## src/rtl/instr_fetch.sv

```systemverilog
// Instruction-fetch stage: owns the program counter, addresses the
// combinational-read instruction ROM and loads the IF/ID pipeline register.
// Priority of controls at each edge: halt > redirect/flush > stall > advance.
module instr_fetch #(
   parameter logic [31:0] RESET_PC  = 32'h0000_0000,
   parameter logic [31:0] NOP_INSTR = 32'h0000_0000
) (
   input  logic        clk,
   input  logic        rst_n,
   input  logic        stall,
   input  logic        flush,
   input  logic        redirect,
   input  logic [31:0] redirect_pc,
   input  logic        halt,
   output logic [9:0]  rom_addr,
   input  logic [31:0] rom_data,
   output logic [31:0] pc,
   output logic [31:0] if_instr,
   output logic [31:0] if_pc,
   output logic [31:0] if_pc4,
   output logic        if_valid,
   output logic        halted,
   output logic        misalign_err
);

   logic [31:0] r_pc;
   logic [31:0] r_if_instr;
   logic [31:0] r_if_pc;
   logic [31:0] r_if_pc4;
   logic        r_if_valid;
   logic        r_halted;
   logic        r_misalign;

   logic [31:0] w_pc4;
   logic        w_freeze;
   logic [31:0] w_pc_nxt;
   logic [31:0] w_if_instr_nxt;
   logic [31:0] w_if_pc_nxt;
   logic [31:0] w_if_pc4_nxt;
   logic        w_if_valid_nxt;
   logic        w_misalign_nxt;

   // Sequential successor wraps naturally at 2^32.
   assign w_pc4    = r_pc + 32'd4;
   // A halt request freezes fetch on the very edge it is seen.
   assign w_freeze = r_halted | halt;

   // Next-state selection for the PC, IF/ID register and the error flag.
   always_comb begin
      w_pc_nxt       = r_pc;
      w_if_instr_nxt = r_if_instr;
      w_if_pc_nxt    = r_if_pc;
      w_if_pc4_nxt   = r_if_pc4;
      w_if_valid_nxt = r_if_valid;
      w_misalign_nxt = r_misalign;

      // PC: halt holds, redirect wins over stall so a target is never lost.
      if (w_freeze) begin
         w_pc_nxt = r_pc;
      end else if (redirect) begin
         w_pc_nxt = {redirect_pc[31:2], 2'b00};
      end else if (!stall) begin
         w_pc_nxt = w_pc4;
      end

      // IF/ID: halt or flush inserts a bubble, stall holds, else capture.
      if (w_freeze || flush) begin
         w_if_instr_nxt = NOP_INSTR;
         w_if_pc_nxt    = 32'd0;
         w_if_pc4_nxt   = 32'd0;
         w_if_valid_nxt = 1'b0;
      end else if (!stall) begin
         w_if_instr_nxt = rom_data;
         w_if_pc_nxt    = r_pc;
         w_if_pc4_nxt   = w_pc4;
         w_if_valid_nxt = 1'b1;
      end

      // Misaligned targets are flagged once the stage is not already halted.
      if (redirect && !r_halted && (redirect_pc[1:0] != 2'b00)) begin
         w_misalign_nxt = 1'b1;
      end
   end

   // State registers; reset acts immediately, independent of the clock.
   always_ff @(posedge clk or negedge rst_n) begin
      if (!rst_n) begin
         r_pc       <= RESET_PC;
         r_if_instr <= NOP_INSTR;
         r_if_pc    <= 32'd0;
         r_if_pc4   <= 32'd0;
         r_if_valid <= 1'b0;
         r_halted   <= 1'b0;
         r_misalign <= 1'b0;
      end else begin
         r_pc       <= w_pc_nxt;
         r_if_instr <= w_if_instr_nxt;
         r_if_pc    <= w_if_pc_nxt;
         r_if_pc4   <= w_if_pc4_nxt;
         r_if_valid <= w_if_valid_nxt;
         r_halted   <= r_halted | halt;
         r_misalign <= w_misalign_nxt;
      end
   end

   // ROM is word addressed; upper PC bits alias onto the 4 KiB ROM.
   assign rom_addr     = r_pc[11:2];
   assign pc           = r_pc;
   assign if_instr     = r_if_instr;
   assign if_pc        = r_if_pc;
   assign if_pc4       = r_if_pc4;
   assign if_valid     = r_if_valid;
   assign halted       = r_halted;
   assign misalign_err = r_misalign;

endmodule

```

## config.mk

```make
export PLATFORM = sky130hd
export DESIGN_NAME = instr_fetch
export DESIGN_NICKNAME = d
export VERILOG_FILES = /design/src/rtl/instr_fetch.sv
export SDC_FILE = /design/constraint.sdc
export NUM_CORES = 1
export LEC_CHECK = 0
export CAP_MARGIN = 10
export CORE_MARGIN = 3
export CORE_UTILIZATION = 25
export CTS_CLUSTER_DIAMETER = 50
export DETAILED_ROUTE_END_ITERATION = 6
export PLACE_DENSITY = 0.48
export SLEW_MARGIN = 20
export SYNTH_ARGS = -nofsm -noshare
export SYNTH_HDL_FRONTEND = slang
export SYNTH_SLANG_ARGS = --single-unit
```

## constraint.sdc

```tcl
create_clock -name clk -period 4.3 [get_ports clk]
set_clock_uncertainty 0.1 [all_clocks]
set_input_delay 0.645 -clock clk [delete_from_list [all_inputs] [get_ports clk]]
set_output_delay 0.645 -clock clk [all_outputs]
set_load 0.01 [all_outputs]
```

==> results.cfg <==
[status]
status = complete, no violations

[route]
vias_per_cell = 4.86
drt_iter0_markers = 258
drt_pass1_iterations = 5
ant_nets = 0
post-route-drc-count = 0
via_count = 4739
post_drt_wl_per_cell_um = 18.9
routed_wl_um = 18400

[grt]
track_usage_pct = 15.3
gr-total-overflow = 0
grt_pass1_vias = 4966
grt_pass1_wl_um = 29100
grt_max_degree = 101
antenna_found_initial = 1

[place]
pre_cts_slack_ns = 1.46
dpl-instance-area_um2 = 7830
gp_congestion = 0.770
dpl.hpwl_um = 12600
portBuffers = 204

[floorplan]
fp-row-count = 54
die-area_um2 = 24300
core_area_um2 = 22000
start_util_pct = 25.5
ios = 211
chipHeight_um = 156
die_w_um = 156

[sta]
finalWorstSetupSlack_ns = 1.72
rsz0062_at_grt = no
period_share_pct = 60.1
hold_viol = 0
min_period_ns = 2.58
tns_ns = 0
maxSlewViolCount = 0
clock.fmax_ghz = 0.387
slew_headroom_pct = 36.0
setup_viol = 0
tightest_slew_ns = 0.957

[clock_network]
cts_sinks = 125
cts_root_buf = clkbuf_16
cts_tree = done
ctsHoldBuffers = 0
clk_path_buf_depth = 2
clk_latency_ns = 0.42
path_clk_slew_ns = 0.06
cts_buffers = 17
htreeDepth = 4
post_cts_resize_count = 0
post-cts-setup-buffers = 0

[critical_path]
reg2reg_to = pc[18]
rrSetupSlack_ns = 1.72
critPathLaunch = pc[2]
setup.worst_path.end = pc[18]
crit_arrival_ns = 2.82
reg2reg_depth = 6
regToRegStartpoint = pc[2]
critPathRequiredTime_ns = 4.53
criticalPathCategory = register to register
endpoint_kind = register
critPathLaunchType = register
cp_max_fo = 9

[pwr]
clkPwrFrac_pct = 47.6
ir_drop_mv = 0.207
p_int_mw = 2.19
p_sw_mw = 0.749
power_frac_seq_pct = 43.1
p_comb_share_pct = 9.3
p_per_area_nw_per_um2 = 349
switching_share_pct = 25.5
p_leak_nw = 3.57

[yosys]
yosysMostFrequentCell = dfrtp_1
yosysSeqAreaShare_pct = 55.8
synth_cell_types = 43
synth_edf_count = 0
yosys_register_bits = 125
synth-main-ff-cell = dfrtp_1
synth_area_leaders = dfrtp_1, a22o_1, xnor2_1
synth.top_cell.area_share_pct = 55.8
syn_area_per_cell_um2 = 11.2
synth_warnings = 0
synthTopCellsByCount = dfrtp_1, a22o_1, clkbuf_1
synth.cell_area_um2 = 5610
netlist_instances = 501
yosysTopAreaCell = dfrtp_1
synth-async-reset-ratio_pct = 100

[finish]
stdcell_area_um2 = 8400
final_nets = 753
drive_gt1_share_pct = 7.63
fillers = 2160
antennaDiodeCount = 0
synthToLayoutAreaGrowth_pct = 49.8

[min_path]
holdCritPathClass = input pin to async pin

[job]
cap_violations = 0
==> metal layers <==
metal | vias to the layer above | global-route usage [%] | wire (µm)
met1 | 2340 | 20.1 | 8390
met4 | 2 | 4.50 | 150
met5 | - | 0 | 11
met3 | 17 | 4.80 | 1180
met2 | 163 | 24.2 | 8660
li1 | 2217 | - | -
==> worst min path at each step <==
| stage | end | depth (start not counted) | start |
|---|---|---|---|
| 3_5_place_dp | misalign_err | 2 | misalign_err |
| 4_1_cts | if_instr[14] | 1 | rst_n |
| 3_3_place_gp | misalign_err | 2 | misalign_err |
| 5_1_grt | if_instr[14] | 1 | rst_n |
| 2_1_floorplan | halted | 0 | rst_n |
| 6_report | if_instr[14] | 1 | rst_n |
==> cell type report <==
cell class	count	area, µm²	area share [%]
well taps	280	350	4.17
flip-flops and latches	125	3130	37.2
repair buffers	215	2120	25.2
inverters	6	22.5	0.268
clock inverters	12	114	1.35
clock buffers	20	457	5.43
multi-input cells	317	2210	26.3
==> state kept, by name (all words and copies together), names as in the netlist <==
signal / count
misalign_err: 1
pc: 30
if_instr: 32
if_pc4: 30
if_pc: 30
if_valid: 1
halted: 1
==> stage by stage <==
step	utilization [%]	hold WS [ns]	std cells	total power, mW
floorplan	-	0.249	506	1.39
global placement	35.7	0.359	943	1.56
detailed placement	35.7	0.363	943	1.57
CTS	38.3	0.282	975	2.99
global route	38.3	0.302	975	3.06
finish	38.3	0.224	975	2.94
==> layout by cell type, fill, tap and decap left out, types with 3 or more instances in the layout <==
| cell type | n |
|---|---|
| a22oi_1 | 7 |
| dfrtp_1 | 125 |
| o21ai_0 | 18 |
| nand3_1 | 19 |
| a2bb2oi_1 | 10 |
| and3_1 | 9 |
| inv_1 | 4 |
| clkbuf_16 | 17 |
| nor2_1 | 19 |
| clkinv_4 | 3 |
| nand4_1 | 9 |
| conb_1 | 6 |
| nor3_1 | 6 |
| and2_1 | 4 |
| a22o_1 | 92 |
| o22ai_1 | 11 |
| xnor2_1 | 19 |
| clkdlybuf4s50_1 | 202 |
| and4_1 | 3 |
| o311ai_0 | 5 |
| clkinvlp_4 | 4 |
| a21oi_1 | 21 |
| buf_4 | 11 |
| xor2_1 | 9 |
| nand2_1 | 27 |
==> worst max-delay path, cell delays in order (launching register included) <==
cell     delay [ns]
dfrtp_1        0.53
ha_1           0.33
nand2_1        0.18
nor4_4         0.51
nand3_2        0.19
or4_1          0.50
a21oi_1        0.16
==> power by group through the flow <==
stage                     clock (mW)  combinational [mW]  sequential [mW]
after floorplan                    0               0.112             1.27
after global placement             0               0.274             1.29
after detailed placement           0               0.276             1.29
after CTS                       1.44               0.278             1.27
after global routing            1.49               0.298             1.27
final                           1.40               0.273             1.27
==> cell families (layout without fill, tap and decap cells) <==
group                      count (synthesis)  in the layout  synth area share (%)
AOI/OAI and AO/OA                        173            173                  23.5
DFF                                      125            125                  55.8
and+or+nand+nor                          107            107                  10.2
buffers and inverters                     64            253                  5.47
xor gates and xnor gates                  28             28                  4.37
muxes                                      2              2                 0.357
adders and majority gates                  1              1                 0.223
other                                      1              6                0.0669
No activity file was read; power rests on OpenSTA's default activity.
